File: config.mk
export PLATFORM = sky130hd
export DESIGN_NAME = controlador_contador
export DESIGN_NICKNAME = d
export VERILOG_FILES = /design/src/rtl/contador_pkg.sv /design/src/rtl/arbitro_rr.sv /design/src/rtl/controlador_contador.sv
export SDC_FILE = /design/constraint.sdc
export NUM_CORES = 1
export LEC_CHECK = 0
export CORE_UTILIZATION = 25
export DETAILED_ROUTE_END_ITERATION = 8
export PLACE_DENSITY_LB_ADDON = 0.1
export SYNTH_ARGS = -nofsm -noshare
export SYNTH_HDL_FRONTEND = slang
export SYNTH_SLANG_ARGS = --single-unit
File: constraint.sdc
create_clock -name CLK -period 1.6 [get_ports CLK]
set_input_delay 0.48 -clock CLK [delete_from_list [all_inputs] [get_ports CLK]]
set_output_delay 0.48 -clock CLK [all_outputs]
set_load 0.005 [all_outputs]
File: src/rtl/contador_pkg.sv
// Shared definitions for the 4-bit mode counter and its job sequencer.
package contador_pkg;

  localparam int unsigned CNT_W = 4;

  // Counter mode codes, also used as job modes.
  localparam logic [1:0] MODO_UP    = 2'b00;
  localparam logic [1:0] MODO_DOWN  = 2'b01;
  localparam logic [1:0] MODO_DOWN3 = 2'b10;
  localparam logic [1:0] MODO_LOAD  = 2'b11;

  typedef enum logic [1:0] {
    ST_IDLE = 2'd0,
    ST_LOAD = 2'd1,
    ST_RUN  = 2'd2,
    ST_DONE = 2'd3
  } estado_t;

endpackage

File: src/rtl/arbitro_rr.sv
// Two-way round-robin arbiter: pointer picks the winner when both request,
// and moves to the other requester when a job finishes.
module arbitro_rr (
  input  logic       clk_i,
  input  logic       rst_i,
  input  logic [1:0] req_i,
  input  logic       upd_i,
  input  logic       upd_id_i,
  output logic [1:0] gnt_o
);

  logic ptr_q, ptr_d;

  // Pointer moves to the requester that did not just finish.
  always_comb begin
    ptr_d = ptr_q;
    if (upd_i) ptr_d = ~upd_id_i;
  end

  // Pointer register.
  always_ff @(posedge clk_i) begin
    if (rst_i) ptr_q <= 1'b0;
    else       ptr_q <= ptr_d;
  end

  // One-hot grant.
  always_comb begin
    gnt_o = '0;
    case (req_i)
      2'b01:   gnt_o = 2'b01;
      2'b10:   gnt_o = 2'b10;
      2'b11:   gnt_o = ptr_q ? 2'b10 : 2'b01;
      default: gnt_o = '0;
    endcase
  end

endmodule

File: src/rtl/controlador_contador.sv
// Two-requester job sequencer for the external 4-bit mode counter.
// Each job loads a start value, runs N enabled steps and reports final Q.
module controlador_contador
  import contador_pkg::*;
#(
  parameter int unsigned PASOS_W = 8
) (
  input  logic               CLK,
  input  logic               RESET,
  input  logic               VALID0,
  input  logic               VALID1,
  input  logic [1:0]         MODO0,
  input  logic [1:0]         MODO1,
  input  logic [CNT_W-1:0]   D0,
  input  logic [CNT_W-1:0]   D1,
  input  logic [PASOS_W-1:0] PASOS0,
  input  logic [PASOS_W-1:0] PASOS1,
  output logic               READY0,
  output logic               READY1,
  output logic               ENB_C,
  output logic [1:0]         MODO_C,
  output logic [CNT_W-1:0]   D_C,
  input  logic [CNT_W-1:0]   Q_C,
  output logic               DONE,
  output logic [CNT_W-1:0]   RESULT,
  output logic               RESULT_ID,
  output logic               BUSY
);

  estado_t              state_q, state_d;
  logic                 id_q, id_d;
  logic [1:0]           modo_q, modo_d;
  logic [CNT_W-1:0]     d_q, d_d;
  logic [PASOS_W-1:0]   rem_q, rem_d;
  logic [CNT_W-1:0]     result_q, result_d;
  logic                 result_id_q, result_id_d;

  logic [1:0] gnt;
  logic       accept;

  arbitro_rr u_arbitro (
    .clk_i    (CLK),
    .rst_i    (RESET),
    .req_i    ({VALID1, VALID0}),
    .upd_i    (state_q == ST_DONE),
    .upd_id_i (id_q),
    .gnt_o    (gnt)
  );

  assign accept = (state_q == ST_IDLE) && !RESET && (VALID0 || VALID1);
  assign READY0 = accept && gnt[0];
  assign READY1 = accept && gnt[1];

  // State and job registers.
  always_ff @(posedge CLK) begin
    if (RESET) begin
      state_q     <= ST_IDLE;
      id_q        <= 1'b0;
      modo_q      <= '0;
      d_q         <= '0;
      rem_q       <= '0;
      result_q    <= '0;
      result_id_q <= 1'b0;
    end else begin
      state_q     <= state_d;
      id_q        <= id_d;
      modo_q      <= modo_d;
      d_q         <= d_d;
      rem_q       <= rem_d;
      result_q    <= result_d;
      result_id_q <= result_id_d;
    end
  end

  // Next-state, job capture and step countdown.
  always_comb begin
    state_d     = state_q;
    id_d        = id_q;
    modo_d      = modo_q;
    d_d         = d_q;
    rem_d       = rem_q;
    result_d    = result_q;
    result_id_d = result_id_q;
    case (state_q)
      ST_IDLE: begin
        if (accept) begin
          state_d = ST_LOAD;
          id_d    = gnt[1];
          modo_d  = gnt[1] ? MODO1  : MODO0;
          d_d     = gnt[1] ? D1     : D0;
          rem_d   = gnt[1] ? PASOS1 : PASOS0;
        end
      end
      ST_LOAD: begin
        if ((rem_q != '0) && (modo_q != MODO_LOAD)) state_d = ST_RUN;
        else                                        state_d = ST_DONE;
      end
      ST_RUN: begin
        rem_d = rem_q - PASOS_W'(1);
        if (rem_q == PASOS_W'(1)) state_d = ST_DONE;
      end
      ST_DONE: begin
        result_d    = Q_C;
        result_id_d = id_q;
        state_d     = ST_IDLE;
      end
      default: state_d = ST_IDLE;
    endcase
  end

  // Counter drive and status outputs decoded from state.
  // The counter only settles on its final value after the last RUN edge, so
  // during DONE the result is forwarded straight from Q_C; the registered
  // copy holds it afterwards.
  always_comb begin
    ENB_C     = 1'b0;
    MODO_C    = MODO_UP;
    D_C       = '0;
    DONE      = 1'b0;
    BUSY      = (state_q != ST_IDLE);
    RESULT    = result_q;
    RESULT_ID = result_id_q;
    case (state_q)
      ST_LOAD: begin
        ENB_C  = 1'b1;
        MODO_C = MODO_LOAD;
        D_C    = d_q;
      end
      ST_RUN: begin
        ENB_C  = 1'b1;
        MODO_C = modo_q;
        D_C    = d_q;
      end
      ST_DONE: begin
        DONE      = 1'b1;
        RESULT    = Q_C;
        RESULT_ID = id_q;
      end
      default: ;
    endcase
  end

endmodule

==> flow_summary_export.csv <==
group,metric,value,unit
run_status,status,"complete, but fails checks",
run_status,violations,"setup timing",
logic_synthesis,synth_area_per_cell,8.101,um2
pwr,pwr-share-seq,0.201,
pwr,p_leak,1.211,nW
cts,clk_pin_slew,80,ps
floorplan,ios,52,
critical_path,start_kind,"register",
cts,numCtsBuffers,3,
logic_synthesis,yosysSeqAreaShare,0.3175,
place,dpl.hpwl,3.428,mm
final_layout,drive_gt1_frac,0.4765,
job,drv_cap,0,
route,via_count,1664,
route,firstDrtPassIters,4,
logic_synthesis,syn_nets,222,
timing,relSlewSlack,0.7234,
route,avgViaCountPerCell,4.768,
timing,slew_violations,0,
timing,setup_slack,-339.7,ps
timing,rsz0062_at_grt,"true",
critical_path,cp_max_fo,6,
critical_path,cp-end-kind,"output port",
worst_hold_path,hold_start,"d_q[0]",
floorplan,dieArea,6109,um2
route,drcViolationCount,0,
cts,cts_max_path_buffers,2,
logic_synthesis,synth_async_sr_flop_share,0,
cts,htree_levels,1,
pwr,switching_share,0.3745,
cts,clock-sinks,23,
timing,finalSetupViolCount,21,
final_layout,nets,321,
final_layout,fin_cells,349,
logic_synthesis,synth_warnings,0,
timing,fin_setup_tns,-3838,ps
timing,skew,6.207,ps
timing,finalCriticalPeriod,1940,ps
place,pre_cts_ws,-797.4,ps
floorplan,rows,27,
final_layout,finalInstanceArea,2860,um2
floorplan,die_width,78.16,um
timing,fmax,515.6,MHz
route,avgRoutedWirePerCell,14.62,um
logic_synthesis,synth_flop_cell,"dfxtp_1",
timing,hold_viol_final,0,
place,globalplace.congestion,0.7991,
floorplan,core_area,5540,um2
place,dp_cells,328,
grt,grt_overflow_total,0,
place,dpl_cell_area,2308,um2
route,ant_nets,0,
critical_path,startpoint,"state_q[0]",
logic_synthesis,ys_seq_elements,23,
logic_synthesis,synthesis.instances,179,
pwr,intPower,2.900,mW
cts,ctsHoldBuffers,0,
critical_path,r2r-start,"rem_q[0]",
route,drtIter0Drc,83,
place,io_buffers,51,
final_layout,diodes,0,
critical_path,critPathKind,"reg2out",
grt,grt_antenna_before_repair,0,
pwr,worst_ir_drop_vdd,630.7,uV
critical_path,worstPathArrival,1460,ps
pwr,clkPwrFrac,0.081,
grt,grt_pass1_vias,1623,
floorplan,initial_utilization,0.2617,
cts,root_buffer,"clkbuf_8",
grt,grt_max_degree,27,
pwr,power_density,1621,nW/um2
logic_synthesis,post_synth_num_cell_types,45,
timing,holdWs,504.5,ps
pwr,finalPower,4.637,mW
route,routed_wl,5.102,mm
pwr,combPwrFrac,0.718,
logic_synthesis,synth-edff-count,0,
critical_path,crit_required,1120,ps
timing,post-route-period-util,1.212,
cts,cts_tree,"built",
final_layout,final_core_util,0.5163,
worst_hold_path,hold_path_class,"reg2reg",
grt,grt_usage,0.1651,
logic_synthesis,synth_area,1450,um2
final_layout,area_growth,97.24,%
grt,grt_pass1_wl,7.935,mm
timing,tightest_slew,411.4,ps
cts,insertion_delay,260,ps
pwr,power_switching,1.737,mW
floorplan,die_y,78.16,um
-- cell usage in the layout, fill, tap and decap left out, types with 3 or more instances in the layout --
cell             count
inv_4                3
nor2_1              14
buf_12               3
a21boi_0             3
nand3_1              7
inv_1                3
buf_4               36
clkbuf_8             3
dfxtp_4              3
dfxtp_1             18
clkdlybuf4s50_1     32
mux2_4               5
buf_6               27
buf_2                5
nand2b_1             5
nor2b_1              7
o21ai_0              3
a21oi_2              6
nand2b_4             3
and3_1               8
dlygate4sd2_1        3
ha_4                 5
nand2_1              9
a211o_1              3
and2_4               4
a311oi_1             6
-- per-layer routing --
metal	wire length (um)	track usage	up-vias
li1	-	-	844
met4	25	0.03519	0
met1	2453	0.2261	785
met3	206	0.02326	2
met2	2417	0.2737	33
met5	0	0	-
-- logic make-up after synthesis --
family	share of synthesized area
compound gates	0.2476
buf+inv	0.05608
fa+ha+maj	0.06039
simple gates	0.2658
flops	0.3175
mux	0.05263
-- power by group through the flow --
stage	combinational, mW	clock [mW]	sequential [mW]
6_report	3.33	0.376	0.931
5_1_grt	3.58	0.423	0.955
4_1_cts	2.63	0.400	0.897
3_5_place_dp	2.19	0	0.888
3_3_place_gp	2.21	0	0.889
2_1_floorplan	1.09	0	0.849
-- final timing paths --
| kind | slack (ps) | endpoint | depth (start not counted) |
|---|---|---|---|
| worst min register to register | 500 | d_q[0] | 2 |
| worst max register to register | -70 | rem_q[7] | 4 |
| worst max-delay path | -340 | RESULT_ID | 5 |
| worst min-delay path | 500 | d_q[0] | 2 |
-- Yosys cell counts (2+ instances only) --
cell type / n / area share
a21oi_1: 8 / 0.028
a31oi_1: 2 / 0.0086
clkbuf_1: 9 / 0.023
nand3_1: 7 / 0.024
o31ai_1: 2 / 0.010
a21boi_0: 3 / 0.016
o21bai_1: 2 / 0.010
buf_2: 2 / 0.0069
a211o_1: 3 / 0.018
and2_1: 4 / 0.017
dfxtp_1: 23 / 0.32
a211oi_1: 4 / 0.021
ha_1: 7 / 0.060
nor2b_1: 8 / 0.035
mux2i_1: 2 / 0.014
a31o_2: 2 / 0.012
nand2b_1: 8 / 0.035
a311oi_1: 6 / 0.036
nor2_1: 16 / 0.041
inv_1: 9 / 0.023
and3_1: 8 / 0.035
o32ai_1: 2 / 0.012
nand2_1: 9 / 0.023
o21ai_0: 6 / 0.021
mux2_2: 5 / 0.039
nor4_1: 2 / 0.0086
o211ai_1: 2 / 0.010
-- flip-flops by register name (all words and copies together), names as in the netlist --
register         flops
rem_q                8
d_q                  4
result_q             4
modo_q               2
state_q              2
id_q                 1
result_id_q          1
u_arbitro.ptr_q      1
-- critical path, cell delays in order (launching register included) --
cell     delay [ps]
dfxtp_4         360
buf_6           120
ha_4            170
buf_12          140
mux2_4          300
buf_6           120
-- final cells by class --
cell class | count | area, um2
clock buffer | 4 | 45.04
fill | 538 | 2680
inverter | 9 | 53.80
multi-input combinational | 135 | 1191
sequential | 23 | 474.2
tap | 72 | 90.09
timing repair buffer | 106 | 1006
-- what timing repair did --
item                                    CTS  global route
resized for setup                       113            57
setup buffers                             7            10
endpoints found under the setup margin   33            33
pin swaps                                 9            25
cloned                                    0             1
hold endpoints to repair                  0             0
Note: power is estimated with default switching activity, not from simulation.
